==> src/rtl/cms_pkg.sv <==
// -----------------------------------------------------------------------------
// cms_pkg
// Shared constants for the continuous_monitoring_system trace path.
//   CMS_ITEM_WIDTH : width of one trace item ({pc, instr})
//   CMS_DMA_WIDTH  : width of one beat on the DMA/FIFO side
//   CMS_RATIO      : beats per trace item
//   CMS_LANE_W     : width of a lane index able to count 0..CMS_RATIO-1
//   cms_dsz_state_e: downsizer buffer state (EMPTY / BUSY)
// -----------------------------------------------------------------------------
package cms_pkg;

    // Lane index width; a single-lane converter still needs a 1-bit index
    function automatic int cms_lane_width(input int ratio);
        return (ratio > 1) ? $clog2(ratio) : 1;
    endfunction

    localparam int CMS_ITEM_WIDTH = 96;
    localparam int CMS_DMA_WIDTH  = 32;
    localparam int CMS_RATIO      = CMS_ITEM_WIDTH / CMS_DMA_WIDTH;
    localparam int CMS_LANE_W     = cms_lane_width(CMS_RATIO);

    typedef enum logic {
        ST_EMPTY = 1'b0,
        ST_BUSY  = 1'b1
    } cms_dsz_state_e;

endpackage

==> src/rtl/cms_stat_counter.sv <==
// -----------------------------------------------------------------------------
// cms_stat_counter
// 32-bit event counter: increments once per clock while en is high and wraps
// from 0xFFFFFFFF back to 0.
// Ports:
//   clk   : clock, rising edge
//   rst_n : asynchronous active-low reset, clears the count
//   en    : count enable (one event per cycle)
//   count : current count (registered)
// -----------------------------------------------------------------------------
module cms_stat_counter (
    input  logic        clk,
    input  logic        rst_n,
    input  logic        en,
    output logic [31:0] count
);

    logic [31:0] count_r;

    // Event counter with natural modulo-2^32 wrap
    always_ff @(posedge clk or negedge rst_n) begin
        if (!rst_n) begin
            count_r <= 32'd0;
        end else if (en) begin
            count_r <= count_r + 32'd1;
        end else begin
            count_r <= count_r;
        end
    end

    assign count = count_r;

endmodule

==> src/rtl/cms_axis_downsizer.sv <==
// -----------------------------------------------------------------------------
// cms_axis_downsizer
// AXI-Stream width converter: takes IN_WIDTH-bit trace items and sends them as
// RATIO = IN_WIDTH/OUT_WIDTH beats of OUT_WIDTH bits, least-significant lane
// first. Input tlast is carried onto the final beat of the item only.
// IN_WIDTH must be an integer multiple of OUT_WIDTH.
//
// Ports:
//   clk, rst_n          : clock (rising edge), asynchronous active-low reset
//   S_AXIS_tvalid/tready/tdata/tlast : item input
//   M_AXIS_tvalid/tready/tdata/tlast : beat output
//   item_count, packet_count, stall_count : statistics (only when
//       CMS_DOWNSIZER_STATS_EN is defined)
//
// Optional feature macro: CMS_DOWNSIZER_STATS_EN
//   Adds three 32-bit wrapping counters: accepted items, accepted items with
//   tlast, and cycles where an output beat is stalled by the sink.
// -----------------------------------------------------------------------------
module cms_axis_downsizer
    import cms_pkg::*;
#(
    parameter int IN_WIDTH  = CMS_ITEM_WIDTH,
    parameter int OUT_WIDTH = CMS_DMA_WIDTH
) (
    input  logic                 clk,
    input  logic                 rst_n,
    input  logic                 S_AXIS_tvalid,
    output logic                 S_AXIS_tready,
    input  logic [IN_WIDTH-1:0]  S_AXIS_tdata,
    input  logic                 S_AXIS_tlast,
    output logic                 M_AXIS_tvalid,
    input  logic                 M_AXIS_tready,
    output logic [OUT_WIDTH-1:0] M_AXIS_tdata,
    output logic                 M_AXIS_tlast
`ifdef CMS_DOWNSIZER_STATS_EN
    ,
    output logic [31:0]          item_count,
    output logic [31:0]          packet_count,
    output logic [31:0]          stall_count
`endif
);

    localparam int RATIO  = IN_WIDTH / OUT_WIDTH;
    localparam int LANE_W = cms_lane_width(RATIO);
    localparam logic [LANE_W-1:0] LAST_LANE = LANE_W'(RATIO - 1);
    localparam logic [LANE_W-1:0] LANE_ZERO = {LANE_W{1'b0}};

    cms_dsz_state_e        state_r;
    logic [IN_WIDTH-1:0]   item_buf_r;
    logic                  item_last_r;
    logic [LANE_W-1:0]     lane_r;
    logic [OUT_WIDTH-1:0]  tdata_r;
    logic                  tlast_r;

    logic                  busy_s;
    logic                  last_lane_s;
    logic                  in_hs_s;
    logic                  out_hs_s;
    logic [LANE_W-1:0]     lane_next_s;

    // Handshake decode; tready opens when empty or when the final lane leaves
    always_comb begin
        busy_s        = (state_r == ST_BUSY);
        last_lane_s   = (lane_r == LAST_LANE);
        lane_next_s   = lane_r + LANE_W'(1'b1);
        S_AXIS_tready = !busy_s || (M_AXIS_tready && last_lane_s);
        in_hs_s       = S_AXIS_tvalid && S_AXIS_tready;
        out_hs_s      = busy_s && M_AXIS_tready;
    end

    // Buffer FSM. The output beat is kept in its own register so tdata/tlast
    // come straight from flops; it is preloaded with the next lane whenever
    // the lane advances. A reload on the final lane skips the EMPTY state so
    // back-to-back items stream without a bubble.
    always_ff @(posedge clk or negedge rst_n) begin
        if (!rst_n) begin
            state_r     <= ST_EMPTY;
            item_buf_r  <= {IN_WIDTH{1'b0}};
            item_last_r <= 1'b0;
            lane_r      <= LANE_ZERO;
            tdata_r     <= {OUT_WIDTH{1'b0}};
            tlast_r     <= 1'b0;
        end else if (in_hs_s) begin
            state_r     <= ST_BUSY;
            item_buf_r  <= S_AXIS_tdata;
            item_last_r <= S_AXIS_tlast;
            lane_r      <= LANE_ZERO;
            tdata_r     <= S_AXIS_tdata[OUT_WIDTH-1:0];
            tlast_r     <= S_AXIS_tlast && (LAST_LANE == LANE_ZERO);
        end else if (out_hs_s) begin
            if (last_lane_s) begin
                state_r <= ST_EMPTY;
                lane_r  <= LANE_ZERO;
                tdata_r <= {OUT_WIDTH{1'b0}};
                tlast_r <= 1'b0;
            end else begin
                state_r <= ST_BUSY;
                lane_r  <= lane_next_s;
                tdata_r <= item_buf_r[int'(lane_next_s) * OUT_WIDTH +: OUT_WIDTH];
                tlast_r <= item_last_r && (lane_next_s == LAST_LANE);
            end
        end else begin
            state_r <= state_r;
            lane_r  <= lane_r;
            tdata_r <= tdata_r;
            tlast_r <= tlast_r;
        end
    end

    assign M_AXIS_tvalid = busy_s;
    assign M_AXIS_tdata  = tdata_r;
    assign M_AXIS_tlast  = tlast_r;

`ifdef CMS_DOWNSIZER_STATS_EN
    logic pkt_hs_s;
    logic stall_s;

    // Counter enables
    always_comb begin
        pkt_hs_s = in_hs_s && S_AXIS_tlast;
        stall_s  = busy_s && !M_AXIS_tready;
    end

    cms_stat_counter u_item_cnt (
        .clk   (clk),
        .rst_n (rst_n),
        .en    (in_hs_s),
        .count (item_count)
    );

    cms_stat_counter u_packet_cnt (
        .clk   (clk),
        .rst_n (rst_n),
        .en    (pkt_hs_s),
        .count (packet_count)
    );

    cms_stat_counter u_stall_cnt (
        .clk   (clk),
        .rst_n (rst_n),
        .en    (stall_s),
        .count (stall_count)
    );
`endif

endmodule

==> config.mk <==
export PLATFORM = sky130hd
export DESIGN_NAME = cms_axis_downsizer
export DESIGN_NICKNAME = d
export VERILOG_FILES = /design/src/rtl/cms_pkg.sv /design/src/rtl/cms_stat_counter.sv /design/src/rtl/cms_axis_downsizer.sv
export SDC_FILE = /design/constraint.sdc
export NUM_CORES = 1
export LEC_CHECK = 0
export BUFFER_PORTS_ARGS = -buffer_cell sky130_fd_sc_hd__buf_4
export CORE_AREA = 2 2 145 147
export DETAILED_ROUTE_END_ITERATION = 10
export DIE_AREA = 0 0 147 149
export PLACE_DENSITY = 0.56
export RECOVER_POWER = 25
export SYNTH_ARGS = -nofsm -noshare
export SYNTH_HDL_FRONTEND = slang
export SYNTH_HIERARCHICAL = 1
export SYNTH_SLANG_ARGS = --single-unit
==> constraint.sdc <==
create_clock -name clk -period 2.51 [get_ports clk]
set_input_delay 0.502 -clock clk [delete_from_list [all_inputs] [get_ports clk]]
set_output_delay 0.502 -clock clk [all_outputs]
set_load 0.005 [all_outputs]
After elaboration in Yosys (flattened, before gate mapping)
Index checks and enable logic that the tools add are counted.
Storage, ports and cells
  flip-flop bits (word level): 133
  latch bits: 0
  bits in writable memories: 0
  bits in read-only memories: 0
  bits of input ports: 101
  output and inout port bits: 35
  word-level logic and storage cells: 29
  memories: 0
Operators by class
  add/sub/neg operators: 1
  multipliers: 0
  div/mod/pow operators: 0
  order comparisons: 0
  equality and inequality tests: 2
  shift-type cells: 1
  multiplexer cells: 12
  bitwise operators: 0
  reductions and logical operators: 7
Operators by type and width (number)
  $mux 32: 3
  $shiftx 96x8->32: 1
  $mux 1: 6
  $mux 2: 3
  $eq 2x2->1 const B: 2
  $logic_and 1x1->1: 4
  $add 2x1->2 const B: 1
  $reduce_bool 2->1: 1
  $logic_not 1->1: 1
  $logic_or 1x1->1: 1

Longest topological paths before layout
Gate-level depths: netlist of run 1.
  depth after elaboration: 6
  gate-level depth with buffers: 10
  mapped depth without buffers: 5

Worst setup path after synthesis of run 1
OpenSTA, ideal clock, no wires.
  kind: register to register
  start point: reg lane_r[0]
  end point: reg tdata_r[10], in the netlist M_AXIS_tdata[10]
  setup time: 0.138 ns
  data arrival time: 2.151 ns
  required time: 2.372 ns
  path slack: 0.221 ns
  cell stages (with the launch flop): 10
  buffers on the path: 4
  period minus slack after synthesis: 2.289 ns
  cell sequence: dfrtp_1 clkbuf_1 buf_2 inv_2 ha_1 buf_2 buf_2 mux2_1 a21oi_1 o211ai_1
On the way
  cells in the longest elaborated chain, start to end: 5
  elaborated cells on any way between the ends: 10
  classes of those cells: 1 x add/sub; 1 x eq/ne; 1 x shift; 3 x mux; 4 x reduce/logical
RTL lines
  start: declaration: line cms_axis_downsizer.sv:51  | logic [LANE_W-1:0] lane_r;
  start signal: assignment: line cms_axis_downsizer.sv:98  | lane_r <= lane_next_s;
  start signal: assignment: line cms_axis_downsizer.sv:104  | lane_r <= lane_r;
  $add 2x1->2 or $eq 2x2->1 (tied branches): line cms_axis_downsizer.sv:65, cms_axis_downsizer.sv:64
  $shiftx 96x8->32 or $logic_and 1x1->1 (tied branches): line cms_axis_downsizer.sv:99, cms_axis_downsizer.sv:66
  $mux 32 or $logic_or 1x1->1 (tied branches): line cms_axis_downsizer.sv:91, cms_axis_downsizer.sv:66
  $mux 32 or $logic_and 1x1->1 (tied branches): line cms_axis_downsizer.sv:90, cms_axis_downsizer.sv:67
  $mux 32 or $reduce_bool 2->1 (tied branches)
  end signal: assignment: line cms_axis_downsizer.sv:88  | tdata_r <= S_AXIS_tdata[OUT_WIDTH-1:0];
  end signal: assignment: line cms_axis_downsizer.sv:94  | tdata_r <= {OUT_WIDTH{1'b0}};
  end signal: assignment: line cms_axis_downsizer.sv:99  | tdata_r <= item_buf_r[int'(lane_next_s) * OUT_WIDTH +: OUT_WIDTH];
  end: declaration: line cms_axis_downsizer.sv:52  | logic [OUT_WIDTH-1:0] tdata_r;
Parallel ways exist; a longest one is shown, timed or not. The select of a mux whose other input is x is not followed.
A chain may end at the register's enable or synchronous reset.

Final worst setup path of run 1
  start point: reg state_r, in the netlist M_AXIS_tvalid
  end point: out M_AXIS_tvalid
RTL lines
  start: declaration: line cms_axis_downsizer.sv:48  | cms_dsz_state_e state_r;
  start signal: assignment: line cms_axis_downsizer.sv:103  | state_r <= state_r;
  end: declaration: line cms_axis_downsizer.sv:31  | output logic M_AXIS_tvalid,
No word-level cell between the ends.

==> run_results.csv, run 1 <==
group,metric,value,unit
hold_path,hold_class,"input port to register",
sta,max_slew_margin,2.33,%
layout,final_common_cell,"buf_4",
sta,rsz0062_at_grt,"false",
routing,via_per_inst,4.95,
layout,layout_common_cells,"buf_4, dfrtp_1, mux2_4",
floorplan,core,20600,um^2
routing,drt-total-wl,17400,um
sta,slew_viol_final,0,
place,dp_cells,896,
clock_network,postCtsHoldBufs,0,
worst_setup_path,cp_data_arrival_time,1520,ps
place,globalplace.congestion,0.771,
power_and_ir_drop,p_leak,4.23,nW
logic_synthesis,syn_area,7020,um^2
worst_setup_path,cp.required,2010,ps
clock_network,numCtsBuffers,17,
grt,overflow,0,
grt,grt_max_degree,68,
sta,fmax,494,MHz
power_and_ir_drop,vdd_drop_max,0.570,mV
power_and_ir_drop,power_density,1250,nW/um^2
clock_network,cts_tree,"yes",
floorplan,start_util,34.2,%
floorplan,rows,53,
power_and_ir_drop,combPwrFrac,41.9,%
place,dp_hpwl,11600,um
clock_network,clk_pin_slew,60,ps
worst_setup_path,startpoint_type,"register",
layout,fin_cells,928,
clock_network,root_buffer,"clkbuf_16",
floorplan,die_w,147,um
logic_synthesis,syn_area_per_cell,13.7,um^2
run_status,status,"finished clean",
power_and_ir_drop,p_sw_share,31.3,%
sta,fin_crit_sh,80.6,%
logic_synthesis,syn_nets,619,
logic_synthesis,ys_warn_count,6,
routing,drtPass1Iterations,4,
sta,worst_pin_slew,1470,ps
floorplan,ioPinCount,136,
power_and_ir_drop,finalPower,11.1,mW
worst_setup_path,cp-end-kind,"output pin",
worst_setup_path,r2r_cells,6,
clock_network,htreeDepth,4,
layout,multiInputGateArea,3340,um^2
routing,final_antenna_net_count,0,
logic_synthesis,ys_ff_latch,133,
clock_network,postCtsResizedCells,0,
worst_setup_path,path_class,"register to output pin",
layout,seq_area,3330,um^2
logic_synthesis,netlist_instances,514,
grt,antenna_found_initial,1,
clock_network,cts_buffer_depth,2,
job,drv_cap,0,
routing,first_iter_violations,194,
grt,grt_pass1_wl,28000,um
clock_network,cts_sinks,133,
sta,finClkSkew,9.76,ps
hold_path,worstHoldEndpoint,"item_buf_r[87]",
clock_network,post-cts-setup-buffer-count,0,
floorplan,dieArea,21900,um^2
hold_path,hold_path_depth,2,
power_and_ir_drop,p_int,7.61,mW
layout,syn2layout_area_growth,25.7,%
power_and_ir_drop,seqPwrFrac,34.8,%
grt,grtUsageTotal,16.5,%
worst_setup_path,cp_max_fo,21,
sta,hold_viol,0,
worst_setup_path,reg2reg_to,"M_AXIS_tdata[19]",
routing,vias,4593,
logic_synthesis,ys_seq_area_share,47.4,%
sta,fin_crit,2020,ps
power_and_ir_drop,clock_power_share,23.3,%
layout,nets,745,
power_and_ir_drop,p_switching,3.47,mW
routing,drc,0,
sta,setup_tns,0,ps
logic_synthesis,ys_types,27,
clock_network,worstSkewPairLatency,420,ps
floorplan,die_h,149,um
sta,finalSetupViolations,0,
worst_setup_path,rr_startpoint,"lane_r[1]",
place,port_buffers,135,
layout,fillers,1938,
grt,grt_pass1_vias,5026,
hold_path,hold_start,"S_AXIS_tdata[87]",
layout,layout-drive-gt1-share,43.6,%
routing,wire_per_inst,18.8,um
worst_setup_path,r2r_slack,550,ps
[worst max path at each step]
stage | from | endpoint | cells after the start
finish | M_AXIS_tvalid | M_AXIS_tvalid | 2
CTS | M_AXIS_tvalid | M_AXIS_tvalid | 2
floorplan | lane_r[0] | M_AXIS_tdata[10] | 9
detailed placement | lane_r[1] | M_AXIS_tdata[19] | 6
global route | M_AXIS_tvalid | M_AXIS_tvalid | 2
global placement | lane_r[1] | M_AXIS_tdata[18] | 6
[power by group through the flow]
stage	sequential [mW]	combinational [mW]	clock (mW)
floorplan	3.65	3.60	0
global placement	3.84	4.60	0
detailed placement	3.88	4.67	0
CTS	3.87	4.70	2.63
global route	4.00	5.07	2.74
finish	3.86	4.64	2.58
[registers in the layout, summed over array words and instances, names as in the netlist]
| name | flops |
|---|---|
| M_AXIS_tvalid | 1 |
| M_AXIS_tdata | 32 |
| lane_r | 2 |
| item_buf_r | 96 |
| item_last_r | 1 |
| M_AXIS_tlast | 1 |
[worst max-delay path, stage by stage (launching register included)]
cell and delay, ps:
dfrtp_2 550, buf_4 370, buf_4 170
[synthesized netlist by cell type]
cell type / instances / share of area, %
dfrtp_1: 133 / 47
mux2_4: 97 / 21
a21oi_1: 32 / 2.3
mux2_1: 32 / 5.1
mux2i_1: 32 / 4.6
nand2_1: 32 / 1.7
nor3b_1: 32 / 3.4
a2bb2oi_1: 31 / 3.9
o211ai_1: 31 / 3.3
clkbuf_1: 15 / 0.80
buf_2: 14 / 1.0
buf_12: 10 / 2.8
ha_1: 4 / 0.71
a22o_1: 3 / 0.37
nor2b_1: 3 / 0.27
buf_6: 2 / 0.32
a21bo_4: 1 / 0.23
a32oi_1: 1 / 0.12
and3_1: 1 / 0.089
buf_4: 1 / 0.11
inv_1: 1 / 0.053
inv_2: 1 / 0.053
nand2_8: 1 / 0.29
nand2b_1: 1 / 0.089
nand3b_1: 1 / 0.11
nor3_1: 1 / 0.071
o21ai_1: 1 / 0.071
[per-stage QoR]
stage	instance area (um^2)	hold slack (ps)	setup slack, ps	utilization [%]
finish	8830	310	486	42.9
global placement	8220	484	579	40.0
CTS	8830	56.2	454	43.0
floorplan	7020	206	221	-
global route	8830	294	393	42.9
detailed placement	8220	487	544	40.0
[cells by family (layout without fill, tap and decap cells)]
logic type	count (synthesis)	after routing	share of synthesized area (%)
AOI/OAI and AO/OA	100	100	10.3
adders and majority gates	4	4	0.713
buffers and inverters	44	182	5.18
DFF	133	133	47.4
muxes	161	161	30.4
other	0	1	0
and+or+nand+nor	72	72	6.04
[metal layers]
metal / wire (um) / GRT usage [%] / vias to the layer above
met4: 139 / 4.28 / 0
li1: - / - / 2146
met3: 950 / 4.71 / 10
met2: 8400 / 26.7 / 111
met5: 0 / 0 / -
met1: 7950 / 21.9 / 2326
[cell type report]
type	instances	share of cell area, %
antenna	1	0.0283
clock buffer	22	5.48
clock inverter	9	1.42
inverter	2	0.0850
multi-input combinational	337	37.9
sequential	133	37.7
tap	275	3.90
timing repair buffer	149	13.5
No activity file was read; power rests on OpenSTA's default activity.
==> run 2, diff against run 1 <==
PLACE_DENSITY = 0.58   (was 0.56)
clock period = 1.8 ns   (was 2.51 ns; I/O delays follow)
==> run_results.csv, run 2 (same netlist as run 1, synthesis figures left out) <==
group,metric,value,unit
run_status,status,"finished clean",
layout,multiInputGateArea,3470,um^2
floorplan,die_w,147,um
sta,max_slew_margin,40.0,%
worst_setup_path,cp-end-kind,"output pin",
grt,use_met1,21.8,%
clock_network,root_buffer,"clkbuf_16",
layout,layout-drive-gt1-share,49.6,%
floorplan,start_util,34.2,%
floorplan,core,20600,um^2
clock_network,clk_pin_slew,60,ps
routing,final_antenna_net_count,0,
sta,slew_viol_final,0,
clock_network,cts_sinks,133,
grt,antenna_found_initial,0,
power_and_ir_drop,clock_power_share,20.4,%
routing,drc,0,
layout,syn2layout_area_growth,31.4,%
hold_path,hold_class,"input port to register",
sta,fmax,568,MHz
grt,grt_max_degree,68,
worst_setup_path,cp.required,1440,ps
sta,finalSetupViolations,0,
worst_setup_path,cp_data_arrival_time,1400,ps
sta,hold_viol,0,
clock_network,cts_tree,"yes",
worst_setup_path,path_class,"register to output pin",
floorplan,dieArea,21900,um^2
grt,busiest_layer,"met2",
grt,overflow,0,
job,drv_cap,0,
power_and_ir_drop,vdd_drop_max,0.730,mV
layout,antenna_cells,0,
power_and_ir_drop,seqPwrFrac,32.5,%
grt,use_met3,3.91,%
sta,holdWs,166,ps
power_and_ir_drop,p_switching,5.30,mW
place,port_buffers,135,
place,dp_cells,910,
layout,fillers,1888,
floorplan,ioPinCount,136,
layout,seq_area,3330,um^2
grt,grtUsageMet2,28.0,%
place,globalplace.congestion,0.756,
power_and_ir_drop,p_int,11.2,mW
grt,grt_pass1_wl,28600,um
sta,worst_pin_slew,898,ps
floorplan,rows,53,
routing,first_iter_violations,253,
clock_network,htreeDepth,4,
routing,vias,4768,
layout,final_common_cell,"buf_4",
sta,fin_crit,1760,ps
power_and_ir_drop,p_leak,4.43,nW
routing,via_per_inst,5.00,
routing,wire_per_inst,19.0,um
worst_setup_path,cp_max_fo,4,
routing,drt-total-wl,18100,um
floorplan,die_h,149,um
layout,nets,771,
layout,largest_reg_flops,96,
sta,fin_crit_sh,97.8,%
clock_network,numCtsBuffers,17,
clock_network,cts_buffer_depth,2,
grt,grtUsageTotal,16.8,%
worst_setup_path,startpoint_type,"register",
place,dpl_cell_area,8510,um^2
power_and_ir_drop,finalPower,16.5,mW
layout,layout_common_cells,"buf_4, dfrtp_1, mux2_4",
layout,fin_area,9230,um^2
layout,regMostFlops,"item_buf_r",
grt,grt_pass1_vias,5126,
clock_network,worstSkewPairLatency,420,ps
layout,fin_cells,954,
routing,drtPass1Iterations,4,
power_and_ir_drop,p_sw_share,32.0,%
place,dp_hpwl,12000,um
sta,finClkSkew,8.76,ps
power_and_ir_drop,power_density,1790,nW/um^2
power_and_ir_drop,combPwrFrac,47.1,%
## run 2: cell types whose count changed in the layout (fill, tap and decap cells not counted), moves of 3 or more
cell / before / now
buf_12: 6 / 13
a21oi_2: 0 / 9
mux2_1: 32 / 21
nor3b_1: 32 / 27
clkinvlp_4: 2 / 5
mux2_4: 97 / 108
a21oi_1: 32 / 23
buf_4: 142 / 157
nor3b_2: 0 / 5
## run 2: metal layers
layer / vias up / share of wire, %
met5: - / 0
met4: 0 / 1.6
met3: 23 / 3.4
met2: 89 / 48
met1: 2457 / 47
li1: 2199 / -
## run 2: path summary, 6_finish.rpt
kind | from | endpoint | slack [ps] | cells after the start
max | lane_r[1] | S_AXIS_tready | 40 | 3
min reg2reg | item_buf_r[33] | item_buf_r[33] | 500 | 1
min in group asynchronous | rst_n | item_buf_r[71] | 600 | 2
max reg2reg | lane_r[1] | M_AXIS_tdata[30] | 50 | 7
max in group asynchronous | rst_n | item_buf_r[86] | 500 | 3
min | S_AXIS_tdata[39] | item_buf_r[39] | 170 | 2
## run 2: critical path: stages (launching register included)
cell and delay [ps]:
dfrtp_2 430, ha_4 170, a21bo_4 250, buf_6 130
## run 2: repair_timing
action,4_1_cts,5_1_grt
pin swaps,3,3
cloned,0,1
resized for setup,6,4
setup buffers,2,9
hold buffers,1,0
hold endpoints to repair,46,0
endpoints found under the setup margin,2,26
## run 2: final cells by class
cell class / count / area share (%)
timing repair buffer: 175 / 16.3
sequential: 133 / 36.1
clock buffer: 21 / 5.10
clock inverter: 11 / 1.08
tap: 275 / 3.73
multi-input combinational: 337 / 37.6
inverter: 2 / 0.108
## run 2: per-stage QoR
| step | TNS [ps] | setup WS [ps] | util (%) |
|---|---|---|---|
| 2_1_floorplan | -10530 | -88.8 | - |
| 3_3_place_gp | 0 | 34.3 | 41.4 |
| 3_5_place_dp | 0 | 11.5 | 41.4 |
| 4_1_cts | -7.86 | -7.86 | 44.4 |
| 5_1_grt | -5.91 | -3.38 | 44.9 |
| 6_report | 0 | 38.7 | 44.9 |
## run 2: power by group through the flow
stage               registers [mW]  clock network, mW  logic [mW]
CTS                           5.39               3.45        7.41
finish                        5.38               3.37        7.79
floorplan                     5.10                  0        5.64
detailed placement            5.41                  0        7.28
global route                  5.57               3.58        8.40
global placement              5.36                  0        7.10
==> run 3, diff against run 2 <==
PLACE_DENSITY = 0.56   (was 0.58)
clock period = 1.91 ns   (was 1.8 ns; I/O delays follow)
==> run_results.csv, run 3 (same netlist as run 1, synthesis figures left out) <==
group,metric,value,unit
sta,fin_crit,1840,ps
worst_setup_path,cp_slowest_cell,"ha_2",
floorplan,die_h,149,um
routing,drtPass1Iterations,5,
layout,largest_reg_flops,96,
clock_network,numCtsBuffers,17,
power_and_ir_drop,vdd_drop_max,0.729,mV
worst_setup_path,cp-end-kind,"register",
routing,via_per_inst,5.00,
worst_setup_path,startpoint_type,"register",
place,dp_hpwl,11900,um
power_and_ir_drop,p_leak,4.31,nW
floorplan,core,20600,um^2
sta,hold_viol,0,
clock_network,cts_buffer_depth,2,
layout,final_common_cell,"buf_4",
clock_network,post-cts-setup-buffer-count,0,
routing,drt-total-wl,18000,um
routing,final_antenna_net_count,0,
power_and_ir_drop,power_density,1650,nW/um^2
sta,worst_pin_slew,1100,ps
floorplan,dieArea,21900,um^2
worst_setup_path,crit_chain,"inv_1, ha_2, buf_4, mux2_1, a21oi_1, o211ai_1",
power_and_ir_drop,finalPower,14.8,mW
grt,grtUsageTotal,16.8,%
sta,finClkSkew,7.58,ps
place,dpl_cell_area,8380,um^2
layout,layout-drive-gt1-share,45.0,%
place,globalplace.congestion,0.810,
floorplan,die_w,147,um
clock_network,htreeDepth,4,
layout,nets,759,
hold_path,hold_class,"input port to register",
floorplan,ioPinCount,136,
clock_network,cts_tree,"yes",
worst_setup_path,cp.required,2200,ps
routing,first_iter_violations,220,
layout,fin_area,8990,um^2
routing,vias,4715,
worst_setup_path,cp_max_fo,14,
sta,max_slew_margin,26.6,%
sta,rsz0062_at_grt,"true",
clock_network,worstSkewPairLatency,410,ps
layout,layout_common_cells,"buf_4, dfrtp_1, mux2_4",
clock_network,cts_sinks,133,
place,port_buffers,135,
grt,grt_max_degree,68,
sta,slew_viol_final,0,
grt,grt_pass1_vias,5151,
layout,fillers,1905,
sta,fin_crit_sh,96.3,%
sta,finalSetupViolations,0,
worst_setup_path,cp_data_arrival_time,2130,ps
grt,overflow,0,
layout,syn2layout_area_growth,28.1,%
routing,wire_per_inst,19.1,um
layout,regMostFlops,"item_buf_r",
grt,grt_pass1_wl,28700,um
clock_network,root_buffer,"clkbuf_16",
floorplan,rows,53,
run_status,status,"finished clean",
worst_setup_path,path_class,"register to register",
sta,fmax,543,MHz
routing,drc,0,
clock_network,clk_pin_slew,60,ps
worst_setup_path,cpPeakStageDelay,400,ps
job,drv_cap,0,
grt,antenna_found_initial,1,
floorplan,start_util,34.2,%
-- run 3: what timing repair did --
| item | 4_1_cts | 5_1_grt |
|---|---|---|
| endpoints found under the hold margin | 34 | 0 |
| endpoints found under the setup margin | 0 | 7 |
| gates resized for setup | 0 | 2 |
| hold buffers | 1 | 0 |
-- run 3: worst paths after layout --
| path | start | to | slack, ps | cells past startpoint |
|---|---|---|---|---|
| min reg2reg | item_buf_r[30] | item_buf_r[30] | 500 | 1 |
| min in group asynchronous | rst_n | item_buf_r[7] | 710 | 2 |
| max reg2reg | lane_r[1] | M_AXIS_tdata[19] | 70 | 6 |
| max in group asynchronous | rst_n | item_buf_r[34] | 260 | 3 |
| max | lane_r[1] | M_AXIS_tdata[19] | 70 | 6 |
| min | S_AXIS_tdata[90] | item_buf_r[90] | 190 | 2 |
-- run 3: power breakdown --
part	total [mW]	internal [mW]	switching (mW)
combinational	6.43	3.87	2.57
sequential	5.05	4.19	0.860
clock	3.35	2.08	1.27
total	14.8	10.1	4.70
-- run 3: worst max-delay path, delay by kind of cell (launching register included) --
| kind | cells | cell delay (ps) |
|---|---|---|
| mux | 1 | 350 |
| buf+inv | 2 | 350 |
| fa+ha+maj | 1 | 400 |
| compound gates | 2 | 230 |
| flops | 1 | 370 |
-- run 3: area by class of cell --
| cell class | count | area [um^2] | area share [%] |
|---|---|---|---|
| Sequential cell | 133 | 3330 | 37.0 |
| Timing Repair Buffer | 163 | 1350 | 15.1 |
| Clock inverter | 13 | 158 | 1.75 |
| Antenna cell | 1 | 2.50 | 0.0278 |
| Inverter | 2 | 7.51 | 0.0835 |
| Multi-Input combinational cell | 337 | 3360 | 37.3 |
| Clock buffer | 19 | 443 | 4.92 |
| Tap cell | 275 | 344 | 3.83 |
-- run 3: stage by stage --
step / instances / hold slack (ps) / TNS [ps] / utilization, % / setup slack (ps)
2_1_floorplan: 514 / 86.4 / -439 / - / -10.5
3_3_place_gp: 909 / 326 / 0 / 40.8 / 137
3_5_place_dp: 909 / 327 / 0 / 40.8 / 79.1
4_1_cts: 942 / 170 / 0 / 43.7 / 65.8
5_1_grt: 943 / 175 / -56.6 / 43.8 / -17.4
6_report: 943 / 190 / 0 / 43.8 / 69.7
-- run 3: metal layers --
layer,wire [um],up-vias,GRT usage (%)
met5,0,-,0
met4,372,0,6.25
met3,861,36,4.46
met2,8540,118,27.4
met1,8240,2380,21.7
li1,-,2181,-
